--- config.mk ---
export PLATFORM = sky130hd
export DESIGN_NAME = baud_tick_gen
export DESIGN_NICKNAME = d
export VERILOG_FILES = /design/src/rtl/baud_tick_gen.sv
export SDC_FILE = /design/constraint.sdc
export NUM_CORES = 1
export LEC_CHECK = 0
export ABC_AREA = 1
export CAP_MARGIN = 20
export CORE_MARGIN = 3
export CORE_UTILIZATION = 45
export CTS_CLUSTER_DIAMETER = 100
export CTS_CLUSTER_SIZE = 40
export DETAILED_ROUTE_END_ITERATION = 16
export PLACE_DENSITY_LB_ADDON = 0.05
export SYNTH_ARGS = -nofsm -noshare
export SYNTH_HDL_FRONTEND = slang
export SYNTH_SLANG_ARGS = --single-unit
--- constraint.sdc ---
create_clock -name clk -period 2.73 [get_ports clk]
set_clock_uncertainty 0.15 [all_clocks]
set_input_delay 0.546 -clock clk [delete_from_list [all_inputs] [get_ports clk]]
set_output_delay 0.546 -clock clk [all_outputs]
set_load 0.02 [all_outputs]
--- src/rtl/baud_tick_gen.sv ---
// UART baud tick generator: prescaler -> oversample tick -> bit tick, with shadowed divisor reload and resync.
// Optional fractional divider enabled by defining BAUD_FRAC_DIV_EN.
module baud_tick_gen #(
    parameter int DIV_WIDTH   = 16,
    parameter int DEFAULT_DIV = 651,
    parameter int OVERSAMPLE  = 16
`ifdef BAUD_FRAC_DIV_EN
    ,
    parameter int FRAC_WIDTH  = 4
`endif
) (
    input  logic                 clk,
    input  logic                 rst,
    input  logic                 enable,
    input  logic [DIV_WIDTH-1:0] div_value,
    input  logic                 div_load,
    input  logic                 resync,
`ifdef BAUD_FRAC_DIV_EN
    input  logic [FRAC_WIDTH-1:0] frac_value,
`endif
    output logic                 tick_os,
    output logic                 tick_baud,
    output logic                 clk_out,
    output logic [DIV_WIDTH-1:0] div_active,
    output logic                 load_pending
);

    localparam int OS_W = $clog2(OVERSAMPLE);
`ifdef BAUD_FRAC_DIV_EN
    // One spare bit so an extended period at the maximum divisor cannot wrap.
    localparam int CNT_W = DIV_WIDTH + 1;
`else
    localparam int CNT_W = DIV_WIDTH;
`endif

    logic [CNT_W-1:0]     cnt_q, cnt_d, term;
    logic [OS_W-1:0]      os_cnt_q, os_cnt_d;
    logic [DIV_WIDTH-1:0] div_active_q, div_active_d;
    logic [DIV_WIDTH-1:0] shadow_q, shadow_d;
    logic                 pend_q, pend_d;
    logic                 tick_os_q, tick_os_d;
    logic                 tick_baud_q, tick_baud_d;
    logic                 clk_out_q, clk_out_d;
    logic                 tc;

`ifdef BAUD_FRAC_DIV_EN
    logic [FRAC_WIDTH-1:0] acc_q, acc_d, acc_next;
    logic                  ext_q, ext_d;

    assign term     = {1'b0, div_active_q} + CNT_W'(ext_q);
    assign acc_next = acc_q + frac_value;
`else
    assign term = div_active_q;
`endif

    assign tc = enable && (cnt_q == term);

    always_comb begin
        cnt_d        = cnt_q;
        os_cnt_d     = os_cnt_q;
        div_active_d = div_active_q;
        shadow_d     = shadow_q;
        pend_d       = pend_q;
        tick_os_d    = 1'b0;
        tick_baud_d  = 1'b0;
        clk_out_d    = clk_out_q;
`ifdef BAUD_FRAC_DIV_EN
        acc_d        = acc_q;
        ext_d        = ext_q;
`endif
        if (resync) begin
            cnt_d    = '0;
            os_cnt_d = '0;
`ifdef BAUD_FRAC_DIV_EN
            acc_d    = '0;
            ext_d    = 1'b0;
`endif
            if (div_load) begin
                div_active_d = div_value;
                shadow_d     = div_value;
                pend_d       = 1'b0;
            end else if (pend_q) begin
                div_active_d = shadow_q;
                pend_d       = 1'b0;
            end
        end else begin
            if (enable) begin
                if (tc) begin
                    cnt_d     = '0;
                    tick_os_d = 1'b1;
                    clk_out_d = ~clk_out_q;
                    if (os_cnt_q == OS_W'(OVERSAMPLE - 1)) begin
                        os_cnt_d    = '0;
                        tick_baud_d = 1'b1;
                    end else begin
                        os_cnt_d = os_cnt_q + OS_W'(1);
                    end
                    if (pend_q) begin
                        div_active_d = shadow_q;
                        pend_d       = 1'b0;
                    end
`ifdef BAUD_FRAC_DIV_EN
                    // Extend the coming period when its own accumulation will carry,
                    // so the first period after reset/resync is never stretched.
                    acc_d = acc_next;
                    ext_d = (acc_next > ~frac_value);
`endif
                end else begin
                    cnt_d = cnt_q + CNT_W'(1);
                end
            end
            // Evaluated after the swap so a load on the terminal edge stays pending.
            if (div_load) begin
                shadow_d = div_value;
                if (enable) begin
                    pend_d = 1'b1;
                end else begin
                    div_active_d = div_value;
                    pend_d       = 1'b0;
                end
            end
        end
    end

    always_ff @(posedge clk) begin
        if (rst) begin
            cnt_q        <= '0;
            os_cnt_q     <= '0;
            div_active_q <= DIV_WIDTH'(DEFAULT_DIV);
            shadow_q     <= DIV_WIDTH'(DEFAULT_DIV);
            pend_q       <= 1'b0;
            tick_os_q    <= 1'b0;
            tick_baud_q  <= 1'b0;
            clk_out_q    <= 1'b0;
`ifdef BAUD_FRAC_DIV_EN
            acc_q        <= '0;
            ext_q        <= 1'b0;
`endif
        end else begin
            cnt_q        <= cnt_d;
            os_cnt_q     <= os_cnt_d;
            div_active_q <= div_active_d;
            shadow_q     <= shadow_d;
            pend_q       <= pend_d;
            tick_os_q    <= tick_os_d;
            tick_baud_q  <= tick_baud_d;
            clk_out_q    <= clk_out_d;
`ifdef BAUD_FRAC_DIV_EN
            acc_q        <= acc_d;
            ext_q        <= ext_d;
`endif
        end
    end

    assign tick_os      = tick_os_q;
    assign tick_baud    = tick_baud_q;
    assign clk_out      = clk_out_q;
    assign div_active   = div_active_q;
    assign load_pending = pend_q;

endmodule

# Word level (Yosys, flattened, before mapping)
# Cells that the tools add are included.
dict set report totals {
  regBits 56
  inputBits 21
  out_inout_bits 20
  word_cells 40
}
dict set report op_classes {
  add_sub_neg 2
  n_eq_ne 2
  mux 15
  n_bitwise 4
  n_reduce_logical 9
}
# cell count
set op_table {}
lappend op_table {{16-bit two-way mux} 8}
lappend op_table {{16-bit by 1-bit adder with 16-bit output (second input constant)} 1}
lappend op_table {{16-bit equality test} 1}
lappend op_table {{1-bit two-way mux} 6}
lappend op_table {{4-bit by 1-bit adder with 4-bit output (second input constant)} 1}
lappend op_table {{4-bit equality test (second input constant)} 1}
lappend op_table {{4-bit two-way mux} 1}
lappend op_table {{1-bit inverter} 4}
lappend op_table {{2-bit AND reduction} 2}
lappend op_table {{2-bit nonzero test} 2}
lappend op_table {{4-bit OR reduction} 1}
lappend op_table {{3-bit AND reduction} 1}
lappend op_table {{3-bit OR reduction} 1}
lappend op_table {{2-bit OR reduction} 1}
lappend op_table {{1-bit logical AND} 1}

# Depth between registers and ports, before layout
# Gate-level depths: netlist of run 1.
dict set report depth {
  depth_word 7
  depth_mapped 13
}

# Worst setup path after synthesis of run 1
# No wires, ideal clock.
dict set report synth_timing {
  kind {in2reg}
  start {input port enable}
  end {register div_active_q[15], in the netlist div_active[15]}
  t_arrival_ps 1668
  t_required_ps 2466
  slack_ps 799
  cell_stages 12
  n_path_buf 3
  cell_sequence {buf_4 > inv_2 > a21oi_2 > nand3_1 > nor2_4 > nand3_2 > buf_6 > buf_6 > nand2_1 > nand2_1 > a21oi_1 > nor2_1}
}
dict set report synth_via {
  elab_chain_len 6
}
# item line
set synth_rtl {}
lappend synth_rtl {{from (decl)} 14} ;# input logic enable,
lappend synth_rtl {{1-bit logical AND} 56} ;# assign tc = enable && (cnt_q == term);
lappend synth_rtl {{16-bit two-way mux} 88} ;# if (tc) begin
lappend synth_rtl {{16-bit two-way mux} 87} ;# if (enable) begin
lappend synth_rtl {{16-bit two-way mux} 115} ;# if (enable) begin
lappend synth_rtl {{16-bit two-way mux *} 113} ;# if (div_load) begin
lappend synth_rtl {{16-bit two-way mux *} 71} ;# if (resync) begin
lappend synth_rtl {{to (signal assigned)} 129} ;# div_active_q <= DIV_WIDTH'(DEFAULT_DIV);
lappend synth_rtl {{to (signal assigned)} 142} ;# div_active_q <= div_active_d;
lappend synth_rtl {{to (decl)} 38} ;# logic [DIV_WIDTH-1:0] div_active_q, div_active_d;
# Mark *: on every way between the ends. The rest lies on a longest branch, timed or not.
# A chain may end at the register's enable or synchronous reset.

# Worst setup path in the final report of run 1
dict set report layout_timing {
  start {input port enable}
  end {register div_active_q[13], in the netlist div_active[13]}
}
# Same word-level chain as after synthesis.

==> results of run 1 <==
==> power by group <==
| part | switching, mW | leakage (nW) | internal [mW] |
|---|---|---|---|
| clock | 0.270 | 0.0503 | 0.227 |
| sequential | 0.0408 | 0.459 | 0.852 |
| combinational | 0.201 | 1.14 | 0.145 |
| total | 0.511 | 1.65 | 1.22 |
==> stage by stage <==
step                instances  hold WS, ns  util, %
floorplan                 503        0.286        -
global placement          635        0.300     54.6
detailed placement        635        0.304     54.6
CTS                       642        0.320     56.0
global route              642        0.337     56.0
finish                    642        0.316     56.0
==> critical path: cells and delay by family <==
family          cells  cell delay [ns]
buf+inv             3             0.80
simple gates        5             0.64
compound gates      3             0.31
==> worst min path at each step <==
stage / from / cells past startpoint / to
2_1_floorplan: shadow_q[0] / 2 / shadow_q[0]
3_3_place_gp: shadow_q[2] / 2 / shadow_q[2]
3_5_place_dp: shadow_q[15] / 2 / shadow_q[15]
4_1_cts: shadow_q[15] / 2 / shadow_q[15]
5_1_grt: shadow_q[12] / 2 / shadow_q[12]
6_report: shadow_q[1] / 2 / shadow_q[1]
==> routing by layer <==
| layer | vias up | global-route usage (%) | part of all wire (%) |
|---|---|---|---|
| met5 | - | 0 | 0 |
| met4 | 0 | 5.87 | 0.98 |
| met3 | 8 | 3.42 | 4.8 |
| met2 | 74 | 34.0 | 46 |
| met1 | 1401 | 31.3 | 49 |
| li1 | 1686 | - | - |
==> cell type report <==
type | instances | share of cell area [%]
sequential | 56 | 29.3
tap | 96 | 3.14
clock buffer | 7 | 2.52
inverter | 57 | 5.59
multi-input combinational | 372 | 46.3
timing repair buffer | 54 | 13.2
==> sequential cells by signal, summed over array words and instances (netlist names) <==
| name | count |
|---|---|
| tick_os | 1 |
| os_cnt_q | 4 |
| tick_baud | 1 |
| div_active | 16 |
| load_pending | 1 |
| clk_out | 1 |
| cnt_q | 16 |
| shadow_q | 16 |
==> cells by family after synthesis <==
logic type               count (synthesis)  synth area share [%]
AND/OR/NAND/NOR                        266                  35.4
multiplexers                             4                  1.41
XOR/XNOR                                10                  2.74
flip-flops                              56                  35.0
buffers and inverters                   75                  9.58
adder cells (fa/ha/maj)                  2                 0.782
AO/OA/AOI/OAI                           90                  15.0
==> cells in the final DEF, fill, tap and decap left out, types with 3 or more instances in the layout <==
| master | instances |
|---|---|
| a21oi_1 | 36 |
| a21oi_2 | 3 |
| buf_4 | 14 |
| clkbuf_8 | 7 |
| clkdlybuf4s50_1 | 40 |
| clkinv_1 | 4 |
| dfxtp_1 | 56 |
| inv_1 | 43 |
| inv_2 | 10 |
| mux2_2 | 4 |
| nand2_1 | 166 |
| nand3_1 | 19 |
| nand4_1 | 11 |
| nor2_1 | 49 |
| nor2_2 | 6 |
| nor2_4 | 4 |
| nor3_1 | 4 |
| o21ai_0 | 37 |
| o21ai_1 | 9 |
| xnor2_1 | 5 |
| xor2_1 | 5 |
==> impl_metrics.ini, run 1 <==
[run_status]
status = complete, no violations

[sta]
fin_ws_ns = 0.490
setup_violations = 0
rsz0062_at_grt = no
worst_slew_pin_slew_ns = 0.566
hold_violations = 0
min_period_ns = 2.24
timing.final.crit_share_pct = 82.0
relSlewSlack_pct = 62.2
fmaxAchievable_mhz = 446
slew_viol_final = 0
setup_tns_ns = 0

[die]
die_area_sq_mm = 0.00816
die_h_microns = 90.3
ios = 41
fp.coreArea_sq_mm = 0.00683
fp-row-count = 30
die_x_microns = 90.3
start_util_pct = 46.8

[grt]
track_usage_pct = 21.8
grt_max_degree = 32
grt_pass1_wl_microns = 14400
antenna_found_initial = 0
grt_overflow = 0
first_global_vias = 2908

[synthesis]
synth_edf_count = 0
synth_top_cells_by_area = dfxtp_1 (35%), nand2_1 (19%), o21ai_0 (5.8%)
synth_commonest_cells = nand2_1 (166), dfxtp_1 (56), nor2_1 (49)
ys.flop_type = dfxtp_1
synthesis.area_sq_mm = 0.00320
synth.most_common_cell = nand2_1
async_reset_ff_share_pct = 0
netlist_instances = 503
yosys.area.top_type = dfxtp_1
synth_top_area_share_pct = 35.0
syn-num-nets = 526
ys_ff_latch = 56
avgSynthCellArea_sq_um = 6.36
synth_cell_types = 33
synth-seq-area-share_pct = 35.0
ys_warn_count = 0

[setup_path]
rrSetupSlack_ns = 0.67
cp_slowest_cell = clkdlybuf4s50_1
cp_max_fo = 10
r2r-start = div_active[15]
cp_data_required_time_ns = 2.79
r2r_cells = 12
r2r-end = div_active[13]
worstSetupStartpointType = input pin
timing.critical_path.from = enable
critPathArrivalTime_ns = 2.30
setup.worst_path.end_class = flip-flop
slowest_delay_ns = 0.49
crit_type = input pin to flip-flop
path_cells = clkdlybuf4s50_1, inv_2, a21oi_2, nand3_1, nor2_4, nand3_2, buf_4, nand2_1, o21ai_2, a21oi_1, nor2_1
critPathCapture = div_active[13]

[cts]
cts_buffers = 5
cts.sinks = 56
root_buffer = clkbuf_8
holdBufCountCts = 0
cts_resized = 0
clk_path_buf_depth = 2
clock_latency_ns = 0.31
cts.clk_slew.worst_paths_ns = 0.10
cts_tree = built
h-tree-depth = 2
post_cts.repair.setup_buffers = 0

[route]
route.vias.total = 3169
wl_per_cell_microns = 13.6
via_per_inst = 4.94
routed_wirelength_microns = 8700
drc = 0
drt_pre_antenna_iters = 4
drt_iter0_markers = 152
drtAntennaViolNets = 0

[finish]
multi_input_area_sq_mm = 0.00177
design_area_sq_mm = 0.00383
diodes = 0
ff_latch_area_sq_mm = 0.00112
fill_cells = 714
syn_to_final_growth_pct = 19.7
drive_gt1_share_pct = 10.3
nets = 569

[power]
powerDensity_mw_per_mm2 = 453
vdd_drop_max_mv = 0.274
total_power_mw = 1.74
total_leakage_power_nw = 1.65

[place]
globalplace.congestion = 0.839
io_buffers = 40
dp_slack_ns = 0.182
dp_hpwl_microns = 6310
placed_cell_area_sq_mm = 0.00373

[run]
max_cap_viol_count = 0

[hold_path]
hp-class = flip-flop to flip-flop
No activity file was read; power rests on OpenSTA's default activity.
==> inputs of run 2 (changes only) <==
==> constraint.sdc (replaced) <==
create_clock -name clk -period 2.3 [get_ports clk]
set_clock_uncertainty 0.15 [all_clocks]
set_input_delay 0.46 -clock clk [delete_from_list [all_inputs] [get_ports clk]]
set_output_delay 0.46 -clock clk [all_outputs]
set_load 0.02 [all_outputs]
==> run 2 against run 1 <==
  * Die area did not move
  * Design area rose by 2.5%
  * Register-to-register slack got worse by 0.31 ns
  * Critical endpoint is now div_active[9]
  * Largest cell class unchanged
==> impl_metrics.ini, run 2 (same netlist as run 1, synthesis figures left out) <==
[die]
ios = 41
die_x_microns = 90.3
die_area_sq_mm = 0.00816
start_util_pct = 46.8
fp.coreArea_sq_mm = 0.00683
die_h_microns = 90.3
fp-row-count = 30

[cts]
root_buffer = clkbuf_8
h-tree-depth = 2
cts_resized = 0
holdBufCountCts = 0
cts.sinks = 56
clock_latency_ns = 0.31
clk_path_buf_depth = 2
cts.clk_slew.worst_paths_ns = 0.10
post_cts.repair.setup_buffers = 0
cts_tree = built
cts_buffers = 5

[setup_path]
slowest_delay_ns = 0.67
cp_slowest_cell = clkdlybuf4s50_1
path_cells = clkdlybuf4s50_1
worstSetupStartpointType = flip-flop
crit_type = flip-flop to primary output
cp_max_fo = 5
critPathArrivalTime_ns = 1.47
critPathTopFamily = buffers and inverters
setup.worst_path.end_class = primary output
cp_data_required_time_ns = 1.69
cp_num_buf_inv = 1

[route]
drt_iter0_markers = 165
via_per_inst = 5.06
drt_pre_antenna_iters = 4
routed_wirelength_microns = 8850
drtAntennaViolNets = 0
wl_per_cell_microns = 13.6
route.vias.total = 3296
drc = 0

[grt]
grt_max_degree = 32
grt_overflow = 0
track_usage_pct = 22.2
antenna_found_initial = 0
first_global_vias = 3063
grt_pass1_wl_microns = 14900

[sta]
rsz0062_at_grt = no
relSlewSlack_pct = 62.7
hold_violations = 0
slew_viol_final = 0
timing.final.crit_share_pct = 90.6
worst_slew_pin_slew_ns = 0.558
min_period_ns = 2.08
fin_ws_ns = 0.215
fmaxAchievable_mhz = 480
setup_violations = 0

[finish]
syn_to_final_growth_pct = 22.7
final_common_cell = nand2_1
nets = 578
final_cell_mix = nand2_1 (166), dfxtp_1 (56), nor2_1 (49)
fin_util_pct = 57.5
drive_gt1_share_pct = 11.9
diodes = 0

[power]
powerDensity_mw_per_mm2 = 557
total_leakage_power_nw = 1.71
total_power_mw = 2.19
vdd_drop_max_mv = 0.281

[place]
dp_slack_ns = -0.0727
dp_hpwl_microns = 6390
io_buffers = 40
globalplace.congestion = 0.872

[run_status]
status = complete, no violations

[run]
max_cap_viol_count = 0

[hold_path]
hp-class = flip-flop to flip-flop
==> run 2: stage by stage <==
stage / instances / area (sq um) / hold WS (ns) / setup TNS, ns
after floorplan: 503 / 3200 / 0.286 / 0
after global placement: 644 / 3800 / 0.298 / -0.0527
after detailed placement: 644 / 3800 / 0.303 / -0.125
after CTS: 652 / 3930 / 0.320 / 0
after global routing: 652 / 3930 / 0.338 / 0
final: 652 / 3930 / 0.318 / 0
==> run 2: worst paths after layout <==
kind                        from             end  slack, ns  cells after the start
hold reg to reg      shadow_q[1]     shadow_q[1]       0.32                      2
setup / recovery   div_active[9]   div_active[9]       0.22                      1
hold / removal       shadow_q[1]     shadow_q[1]       0.32                      2
setup reg to reg  div_active[12]  div_active[13]       0.36                      9
==> run 2: final cells by class <==
cell class | instances | area [sq um]
inverter | 57 | 214
clock buffer | 7 | 96.3
sequential | 56 | 1120
multi-input combinational | 372 | 1770
tap | 96 | 120
timing repair buffer | 63 | 573
clock inverter | 1 | 30.0
fill | 722 | 2910
==> run 2: report_power, final <==
group / internal, mW / switching (mW)
registers: 1.01 / 0.0486
logic: 0.175 / 0.240
clock network: 0.385 / 0.327
total: 1.57 / 0.616
==> run 2: layer usage <==
layer  routed length (microns)  track usage, %
met5                         0               0
met4                        90            5.36
met3                       500            3.50
met2                      4200            37.1
met1                      4060            30.1
==> inputs of run 3 (changes only) <==
--- a/config.mk
+++ b/config.mk
@@ -12,6 +12,7 @@
 export CTS_CLUSTER_DIAMETER = 100
 export CTS_CLUSTER_SIZE = 40
 export DETAILED_ROUTE_END_ITERATION = 16
+export DONT_BUFFER_PORTS = 1
 export PLACE_DENSITY_LB_ADDON = 0.05
 export SYNTH_ARGS = -nofsm -noshare
 export SYNTH_HDL_FRONTEND = slang
==> run 3 against run 2 <==
  * Combinational power shrank 15%
  * Largest power group unchanged
  * Maximum frequency rose by 3.7%
  * Routed wire length decreased by 0.18%
  * Die area unchanged
  * Hold slack got worse by 0.27 ns
==> impl_metrics.ini, run 3 (same netlist as run 1, synthesis figures left out) <==
[route]
drt_iter0_markers = 157
drtAntennaViolNets = 0
via_per_inst = 5.04
drt_pre_antenna_iters = 4
wl_per_cell_microns = 14.4
route.vias.total = 3093
drc = 0
routed_wirelength_microns = 8840

[finish]
diodes = 0
nets = 540
final_common_cell = nand2_1
drive_gt1_share_pct = 13.1
final_cell_mix = nand2_1 (166), dfxtp_1 (56), nor2_1 (49)
final_cells = 614
multi_input_area_sq_mm = 0.00177
ff_latch_area_sq_mm = 0.00112
fill_cells = 722
syn_to_final_growth_pct = 10.7

[cts]
clk_path_buf_depth = 2
clock_latency_ns = 0.31
h-tree-depth = 2
cts.sinks = 56
cts_resized = 0
root_buffer = clkbuf_8
post_cts.repair.setup_buffers = 0
cts.clk_slew.worst_paths_ns = 0.11
holdBufCountCts = 0
cts_tree = built
cts_buffers = 5

[place]
dp_hpwl_microns = 6420
place_inst = 606
globalplace.congestion = 0.858
io_buffers = 0

[die]
start_util_pct = 46.8
die_area_sq_mm = 0.00816
fp.coreArea_sq_mm = 0.00683
fp-row-count = 30
die_h_microns = 90.3
die_x_microns = 90.3
ios = 41

[sta]
worst_slew_pin_slew_ns = 0.587
setup_tns_ns = 0
relSlewSlack_pct = 60.8
min_period_ns = 2.01
fmaxAchievable_mhz = 497
rsz0062_at_grt = no
whs_ns = 0.0496
setup_violations = 0
slew_viol_final = 0
timing.final.crit_share_pct = 87.4
hold_violations = 0

[grt]
track_usage_pct = 21.3
first_global_vias = 2746
grt.busiest_layer = met2
grt_use_met2_pct = 34.8
grt_overflow = 0
grt_max_degree = 33
grt_pass1_wl_microns = 14000
grt_use_met1_pct = 29.3
met3_usage_pct = 4.00
antenna_found_initial = 0

[setup_path]
r2r-end = os_cnt_q[3]
cp_slowest_cell = dfxtp_1
cp_data_required_time_ns = 2.36
path_cells = buf_4, nand2_1, nand2_1, clkinv_1, nand3_1, nor2_4, nand3_2, buf_4, nor3_2, nor2_1, nor2_1, nor2_1
setup.worst_path.end_class = flip-flop
critPathArrivalTime_ns = 2.07
rrSetupSlack_ns = 0.29
slowest_delay_ns = 0.35
timing.critical_path.from = div_active[13]
r2r-start = div_active[13]
cp_max_fo = 28
r2r_cells = 12
crit_top_cell = nor2_1
worstSetupStartpointType = flip-flop
crit_type = flip-flop to flip-flop

[power]
share_comb_of_total_power_pct = 16.7
p_switching_uw = 595
swShare_pct = 28.0
vdd_drop_max_mv = 0.240
p_clk_share_pct = 34.0
seqPwrFrac_pct = 49.3
total_leakage_power_nw = 1.57
powerDensity_mw_per_mm2 = 599
p_int_mw = 1.53

[hold_path]
hold_depth = 1
hp-start = rst
hp-class = input pin to flip-flop
holdPathEnd = shadow_q[13]

[run]
max_cap_viol_count = 0

[run_status]
status = complete, no violations
-- run 3: changes by cell type in the layout (fill, tap and decap cells not counted), sizes merged --
cell           delta
buf               +2
clkdlybuf4s50    -40
-- run 3: power by group through the flow --
stage | clock, mW | sequential, mW | combinational [mW]
finish | 0.721 | 1.05 | 0.354
global placement | 0 | 1.07 | 0.350
CTS | 0.737 | 1.05 | 0.354
floorplan | 0 | 1.09 | 0.226
detailed placement | 0 | 1.07 | 0.353
global route | 0.766 | 1.05 | 0.394
-- run 3: area by class of cell --
type | count | area share (%)
clock inverters | 1 | 0.848
well taps | 96 | 3.39
inverters | 57 | 6.04
flip-flops and latches | 56 | 31.7
clock buffers | 7 | 2.72
multi-input cells | 372 | 50.0
repair buffers | 25 | 5.30
-- run 3: worst max-delay path by stage --
| stage | endpoint | cells after the start | slack [ns] |
|---|---|---|---|
| floorplan | div_active[15] | 12 | 0.45 |
| global placement | os_cnt_q[3] | 12 | 0.38 |
| detailed placement | os_cnt_q[3] | 12 | 0.31 |
| CTS | os_cnt_q[3] | 12 | 0.29 |
| global route | os_cnt_q[3] | 12 | 0.10 |
| finish | os_cnt_q[3] | 12 | 0.29 |
-- run 3: per-layer routing --
| layer | wire length, microns | part of all wire (%) | vias up |
|---|---|---|---|
| met5 | 0 | 0 | - |
| met4 | 35 | 0.40 | 0 |
| met3 | 436 | 4.9 | 2 |
| met2 | 3980 | 45 | 56 |
| met1 | 4380 | 50 | 1407 |
| li1 | - | - | 1628 |
-- run 3: stage by stage --
step | area [sq um] | utilization [%] | setup WS, ns | total power [mW]
2_1_floorplan | 3200 | - | 0.455 | 1.32
3_5_place_dp | 3410 | 50.0 | 0.313 | 1.42
5_1_grt | 3540 | 51.8 | 0.101 | 2.21
6_report | 3540 | 51.8 | 0.289 | 2.12
4_1_cts | 3540 | 51.8 | 0.294 | 2.14
3_3_place_gp | 3410 | 50.0 | 0.380 | 1.42
-- run 3: worst max-delay path, delay by kind of cell, from the launching register on --
kind | cells | cell delay (ns)
simple gates | 9 | 0.94
buf+inv | 3 | 0.46
flops | 1 | 0.35
